$ cat src/rtl/pc_fetch_unit.sv
// Instruction fetch front end: architectural PC, single-outstanding imem requests and an in-order
// instruction FIFO toward decode. Define FETCH_PERF_EN to add the saturating stall counter port.
module pc_fetch_unit #(
    parameter int unsigned      WIDTH    = 32,
    parameter logic [WIDTH-1:0] RESET_PC = '0,
    parameter int unsigned      QDEPTH   = 2
) (
    input  logic             clk,
    input  logic             rst_n,
    input  logic             redirect_i,
    input  logic [WIDTH-1:0] redirect_target_i,
    output logic             imem_req_o,
    output logic [WIDTH-1:0] imem_addr_o,
    input  logic             imem_gnt_i,
    input  logic             imem_rvalid_i,
    input  logic [WIDTH-1:0] imem_rdata_i,
    output logic             instr_valid_o,
    output logic [WIDTH-1:0] instr_o,
    output logic [WIDTH-1:0] instr_pc_o,
`ifdef FETCH_PERF_EN
    output logic [31:0]      stall_cnt_o,
`endif
    input  logic             instr_ready_i
);

    localparam int unsigned      PTR_W      = $clog2(QDEPTH);
    localparam int unsigned      CNT_W      = PTR_W + 1;
    localparam logic [WIDTH-1:0] ALIGN_MASK = ~(WIDTH'(3));

    typedef enum logic [1:0] {StIdle, StReq, StWait, StDrain} state_e;

    state_e             state_q;
    logic [WIDTH-1:0]   fetch_pc_q;
    logic [WIDTH-1:0]   req_pc_q;
    logic [PTR_W-1:0]   rd_ptr_q;
    logic [PTR_W-1:0]   wr_ptr_q;
    logic [CNT_W-1:0]   count_q;
    logic [WIDTH-1:0]   mem_instr_q [QDEPTH];
    logic [WIDTH-1:0]   mem_pc_q    [QDEPTH];
    logic [WIDTH-1:0]   last_instr_q;
    logic [WIDTH-1:0]   last_pc_q;

    logic handshake;
    logic push;
    logic pop;
    logic busy_next;

    assign imem_req_o    = (state_q == StReq) && (count_q < CNT_W'(QDEPTH));
    assign imem_addr_o   = fetch_pc_q;
    assign handshake     = imem_req_o && imem_gnt_i;
    assign instr_valid_o = (count_q != '0);
    assign push          = (state_q == StWait) && imem_rvalid_i && !redirect_i;
    assign pop           = instr_valid_o && instr_ready_i && !redirect_i;

    // A transaction is still in flight after this edge unless its response lands now.
    assign busy_next = (((state_q == StWait) || (state_q == StDrain)) && !imem_rvalid_i)
                       || handshake;

    // Empty FIFO shows the last popped word rather than a stale storage slot.
    assign instr_o    = instr_valid_o ? mem_instr_q[rd_ptr_q] : last_instr_q;
    assign instr_pc_o = instr_valid_o ? mem_pc_q[rd_ptr_q]    : last_pc_q;

    always_ff @(posedge clk or negedge rst_n) begin
        if (!rst_n) begin
            state_q    <= StIdle;
            fetch_pc_q <= RESET_PC;
            req_pc_q   <= '0;
        end else if (redirect_i) begin
            fetch_pc_q <= redirect_target_i & ALIGN_MASK;
            state_q    <= busy_next ? StDrain : StReq;
        end else begin
            unique case (state_q)
                StIdle: state_q <= StReq;
                StReq: begin
                    if (handshake) begin
                        req_pc_q   <= fetch_pc_q;
                        fetch_pc_q <= fetch_pc_q + WIDTH'(4);
                        state_q    <= StWait;
                    end
                end
                StWait:  if (imem_rvalid_i) state_q <= StReq;
                StDrain: if (imem_rvalid_i) state_q <= StReq;
                default: state_q <= StIdle;
            endcase
        end
    end

    always_ff @(posedge clk or negedge rst_n) begin
        if (!rst_n) begin
            rd_ptr_q     <= '0;
            wr_ptr_q     <= '0;
            count_q      <= '0;
            last_instr_q <= '0;
            last_pc_q    <= '0;
        end else if (redirect_i) begin
            rd_ptr_q <= '0;
            wr_ptr_q <= '0;
            count_q  <= '0;
        end else begin
            if (push) begin
                wr_ptr_q <= wr_ptr_q + PTR_W'(1);
            end
            if (pop) begin
                last_instr_q <= mem_instr_q[rd_ptr_q];
                last_pc_q    <= mem_pc_q[rd_ptr_q];
                rd_ptr_q     <= rd_ptr_q + PTR_W'(1);
            end
            unique case ({push, pop})
                2'b10:   count_q <= count_q + CNT_W'(1);
                2'b01:   count_q <= count_q - CNT_W'(1);
                default: count_q <= count_q;
            endcase
        end
    end

    always_ff @(posedge clk) begin
        if (push) begin
            mem_instr_q[wr_ptr_q] <= imem_rdata_i;
            mem_pc_q[wr_ptr_q]    <= req_pc_q;
        end
    end

`ifdef FETCH_PERF_EN
    logic [31:0] stall_cnt_q;

    always_ff @(posedge clk or negedge rst_n) begin
        if (!rst_n) begin
            stall_cnt_q <= '0;
        end else if (!instr_valid_o && (stall_cnt_q != '1)) begin
            stall_cnt_q <= stall_cnt_q + 32'd1;
        end
    end

    assign stall_cnt_o = stall_cnt_q;
`endif

endmodule
$ cat config.mk
export PLATFORM = sky130hd
export DESIGN_NAME = pc_fetch_unit
export DESIGN_NICKNAME = d
export VERILOG_FILES = /design/src/rtl/pc_fetch_unit.sv
export SDC_FILE = /design/constraint.sdc
export NUM_CORES = 1
export LEC_CHECK = 0
export ABC_AREA = 0
export BUFFER_PORTS_ARGS = -buffer_cell sky130_fd_sc_hd__buf_2
export CAP_MARGIN = 20
export CORE_MARGIN = 5
export CORE_UTILIZATION = 56
export CTS_BUF_LIST = sky130_fd_sc_hd__clkbuf_8 sky130_fd_sc_hd__clkbuf_16
export DETAILED_ROUTE_END_ITERATION = 6
export PLACE_DENSITY_LB_ADDON = 0.08
export SYNTH_ARGS = -nofsm -noshare
export SYNTH_HDL_FRONTEND = slang
export SYNTH_SLANG_ARGS = --single-unit
$ cat constraint.sdc
create_clock -name clk -period 6.39 [get_ports clk]
set_input_delay 1.278 -clock clk [delete_from_list [all_inputs] [get_ports clk]]
set_output_delay 1.278 -clock clk [all_outputs]
set_load 0.02 [all_outputs]
# After elaboration in Yosys (flattened, before gate mapping)
# Memories as Yosys holds them, arrays and structs flattened.
# Cells that the tools add are included.
[word_totals]
regBits = 134
mem_bits_rw = 128
in_bits = 70
out_inout_bits = 98
word_cells = 65
memories = 2
[classes]
add_sub_neg = 5
n_lt_le_gt_ge = 1
eq_ne = 7
n_mux = 18
n_bitwise = 1
reduce_logical = 23
[memory_table]
columns = ["memory", "words", "width", "rd", "rd_ports_with_merged_regs", "wr", "line", "text"]
rows = [
  ["mem_instr_q", 2, 32, 1, 0, 1, "38", "logic [WIDTH-1:0] mem_instr_q [QDEPTH];"],
  ["mem_pc_q", 2, 32, 1, 0, 1, "39", "logic [WIDTH-1:0] mem_pc_q [QDEPTH];"],
]
[op_table]
columns = ["op", "count"]
rows = [
  ["$mux W32", 5],
  ["$add A32 B3 Y32 const B", 1],
  ["$mux W2", 5],
  ["$reduce_bool A2 Y1", 5],
  ["$logic_and A1 B1 Y1", 7],
  ["$eq A2 B2 Y1 const B", 3],
  ["$mux W1", 6],
  ["$pmux W2 S3", 1],
  ["$reduce_and A2 Y1", 3],
  ["$eq A2 B1 Y1 const B", 2],
  ["$pmux W2 S2", 1],
  ["$ne A3 B1 Y1 const B", 1],
  ["$ne A3 B3 Y1 const B", 1],
  ["$reduce_and A3 Y1", 1],
  ["$reduce_bool A3 Y1", 1],
  ["$add A1 B1 Y1 const B", 2],
  ["$add A2 B1 Y2 const B", 1],
  ["$logic_not A1 Y1", 2],
  ["$logic_not A2 Y1", 1],
  ["$logic_or A1 B1 Y1", 2],
  ["$lt A2 B2 Y1 const B", 1],
  ["$reduce_or A2 Y1", 1],
  ["$sub A2 B1 Y2 const B", 1],
  ["$not A1 Y1", 1],
]

# Logic depth before layout (Yosys ltp)
[logic_depth]
word_depth = 6
ltp_mapped = 7

# Least setup slack after synthesis
# OpenSTA, ideal clock, no wires.
[synth_path]
path_type = "input to register"
start = "input port redirect_i"
end = "memory mem_instr_q[1][0], enable pin"
setup_ns = 0.571
t_arrival_ns = 6.402
t_required_ns = 5.819
path_slack_ns = -0.583
path_stages = 4
cell_sequence = "clkbuf_1 > clkbuf_1 > clkbuf_1 > nor3b_1"
[synth_via]
elab_chain_len = 4
[synth_lines]
columns = ["element", "line", "text"]
rows = [
  ["from (decl)", "10", "input logic redirect_i,"],
  ["$logic_not A1 Y1", "52", "assign push = (state_q == StWait) && imem_rvalid_i && !redirect_i;"],
  ["$logic_and A1 B1 Y1", "52", ""],
  ["$mux W1", "117", "if (push) begin"],
  ["$mux W1 (implied by the code)", "118", "mem_instr_q[wr_ptr_q] <= imem_rdata_i;"],
  ["to (decl)", "38", ""],
]
# No other way between the ends.

# Worst setup path in the final report
[layout_path]
start = "register count_q[1]"
end = "output port instr_o[16]"
[layout_via]
elab_chain_len = 2
[layout_lines]
columns = ["element", "line", "text"]
rows = [
  ["from (decl)", "37", "logic [CNT_W-1:0] count_q;"],
  ["from (signal assigned)", "109", "2'b10: count_q <= count_q + CNT_W'(1);"],
  ["from (signal assigned)", "110", "2'b01: count_q <= count_q - CNT_W'(1);"],
  ["from (signal assigned)", "111", "default: count_q <= count_q;"],
  ["$reduce_bool A2 Y1", "51", "assign instr_valid_o = (count_q != '0);"],
  ["$mux W32", "60", "assign instr_o = instr_valid_o ? mem_instr_q[rd_ptr_q] : last_instr_q;"],
  ["to (decl)", "18", "output logic [WIDTH-1:0] instr_o,"],
]
# No other way between the ends.

==> run metrics <==
DIE WIDTH 146 µm; First-pass DRT Iterations 4; maximum operating frequency 0.248 GHz; Finished Cell Area 12200 µm²; total gr overflow 0; DPL Wire Length 13000 µm; io pins 168; CTS H-tree depth 1; min-delay src req_pc_q[24]; Reg2Reg Launch Point count_q[1]; commonest non-fill, non-tap cell in the layout buf_2; Crit Path Max Fanout 81; register area 6930 µm²; IO Port Bufs 161; CTS Buf Count 26; minimum clock period 4.03 ns; final WL 21000 µm; area of the multi-input gates 3200 µm²; Post-Synthesis Cells 834; setup TNS 0 ns; R2R depth 4; Post-CTS Setup Repair Bufs 0; top cell type's share of synthesized area 0.359; Hold Fails Final Rpt 0; Initial Utilization 0.573; iteration-0 DRC count of the detailed router 377; Hold Path End mem_pc_q[1][24]; DP Worst Slack 2.76 ns; most frequent cells in the layout buf_2 (160), dfrtp_1 (127), edfxtp_1 (124); DIE AREA 21300 µm²; worst path cell trace or2_4, buf_4, nor2_1, a21oi_1, buf_2; Seq/Total Area, Yosys 0.669; first-pass GRT wire length 34700 µm; hold_ws 0.464 ns; Logic pwr share 0.138; max_cap viols 0; critical path endpoint category output port; Avg Cell Area, Syn 12.4 µm²; Netlist cell types 47; initial antenna violation count 0; largest area contributor in the netlist edfxtp_1; final worst slack 2.36 ns; Final period util 0.631; routed vias 6793; Root Driver clkbuf_16; largest net degree at the start of global routing 125; DRC errors left 0; gp weighted congestion 0.817; cts repair resizes 0; Worst Hold Depth 0; per-cell routed wire length 17.1 µm; placed inst area 11300 µm²; unrepaired setup endpoints after global routing no; Seq pwr share 0.508; core area 18100 µm²; Std-Cell Rows 49; NetSw 1060 µW; Slew HR 0.272; Worst EP required 5.11 ns; vias in the first global route 6572; clock share of power 0.355; flop-to-flop setup slack 3.55 ns; Final #Nets 1049; Reg2Reg Capture Point imem_addr_o[31]; post-route ant nets 0; Synth-to-Final Area Change 17.4%; crit start category register; Pleak 0.00490 µW; CP peak stage delay 0.72 ns; Skew-Pair Late Insertion Delay 0.52 ns; CTS tree done; clk sinks 252; internal power 2980 µW; Arr. time, crit path 2.75 ns; Avg Vias per Cell 5.53; Hold-fix buffers, CTS 0; Ys Warns 0; fin. max-slew vios 0; share of layout cells above drive strength 1 0.254; outcome completed; total power 4040 µW; clock skew 0.0175 ns; Clock transition at path regs 0.06 ns; ranking of synthesized cells by area edfxtp_1 (36%), dfrtp_1 (31%), mux2i_1 (6.1%); number of synthesized register bits 252; Sw Share 0.262; slowest CP cell or2_4; peak supply drop 0.198 mV; final setup violation count 0; buffer depth of the longest clock path 3; # fillers 1340; worst min path class register to register; PD cells 332 nW/µm²; Die Ht 146 µm; Syn Std Cell Area 10400 µm²; Tot GR Track Use 0.196; Slew @ Worst Pin 1.09 ns; crit path kind register to output port
[synth_stat cells, drive strengths merged]
cell	count
nand2b	1
or4	19
o31a	2
or3	2
a21oi	64
inv	6
nand4	9
o21ai	78
o211ai	3
a31oi	16
o41ai	1
and4bb	1
nor3	1
and4	2
edfxtp	124
nand3	16
xnor2	3
mux2i	63
nor4	1
ha	1
nand3b	1
conb	1
dlygate4sd1	2
a31o	1
or2	2
buf	23
nand2	84
and3	5
nor2	85
clkbuf	31
and2	2
o31ai	14
xor2	8
mux2	30
nor3b	2
nor2b	2
dfrtp	128
[critical path, delay by kind of cell, from the launching register on]
kind / cells / cell delay (ns)
AND/OR/NAND/NOR: 2 / 0.79
flip-flops: 1 / 0.45
AO/OA/AOI/OAI: 1 / 0.20
buffers and inverters: 2 / 0.75
[worst max path at each step]
stage | start | end | slack (ns) | depth (start not counted)
final | count_q[1] | instr_o[16] | 2.36 | 5
after detailed placement | imem_gnt_i | imem_addr_o[31] | 2.76 | 5
after global placement | imem_gnt_i | imem_addr_o[31] | 2.81 | 5
after floorplan | redirect_i | mem_instr_q[0][0] | 1.61 | 4
after CTS | count_q[1] | instr_o[16] | 2.35 | 5
after global routing | count_q[1] | instr_o[16] | 2.13 | 5
[layer usage]
layer / up-vias / wire [µm] / GRT usage
met1: 3252 / 9850 / 0.299
met3: 28 / 1190 / 0.0288
met5: - / 0 / 0
li1: 3314 / - / -
met4: 0 / 357 / 0.0489
met2: 199 / 9630 / 0.301
[logic make-up (layout without fill, tap and decap cells)]
| kind of cell | after synthesis | in the layout | synth area share |
|---|---|---|---|
| other | 1 | 5 | 0.000362 |
| flip-flops | 252 | 252 | 0.669 |
| adder cells (fa/ha/maj) | 1 | 1 | 0.00121 |
| multiplexers | 93 | 93 | 0.0935 |
| XOR/XNOR | 11 | 11 | 0.00930 |
| AO/OA/AOI/OAI | 179 | 179 | 0.0940 |
| buffers and inverters | 62 | 223 | 0.0273 |
| AND/OR/NAND/NOR | 235 | 235 | 0.106 |
[sequential cells by signal, indices dropped and copies added (netlist names)]
signal	count
rd_ptr_q	1
wr_ptr_q	1
last_instr_q	32
last_pc_q	30
mem_instr_q	64
mem_pc_q	60
imem_addr_o	30
state_q	2
count_q	2
req_pc_q	30
[power groups by stage]
| stage | clock, µW | sequential [µW] | combinational, µW |
|---|---|---|---|
| finish | 1430 | 2050 | 555 |
| global route | 1540 | 2080 | 615 |
| CTS | 1460 | 2050 | 564 |
| detailed placement | 0 | 2080 | 561 |
| global placement | 0 | 2070 | 545 |
| floorplan | 0 | 2050 | 360 |
[layout make-up]
cell class                      count  area share
Tap cell                          229      0.0235
Clock buffer                       30      0.0589
Clock inverter                     18     0.00936
Sequential cell                   252       0.570
Multi-Input combinational cell    523       0.263
Inverter                            6     0.00185
Antenna cell                        1    0.000206
Timing Repair Buffer              169      0.0733
[metrics by stage]
| step | util | std cells |
|---|---|---|
| finish | 0.673 | 1228 |
| global route | 0.673 | 1227 |
| CTS | 0.673 | 1227 |
| detailed placement | 0.627 | 1179 |
| global placement | 0.625 | 1178 |
| floorplan | - | 837 |
Power figures use the tool's default switching activity.
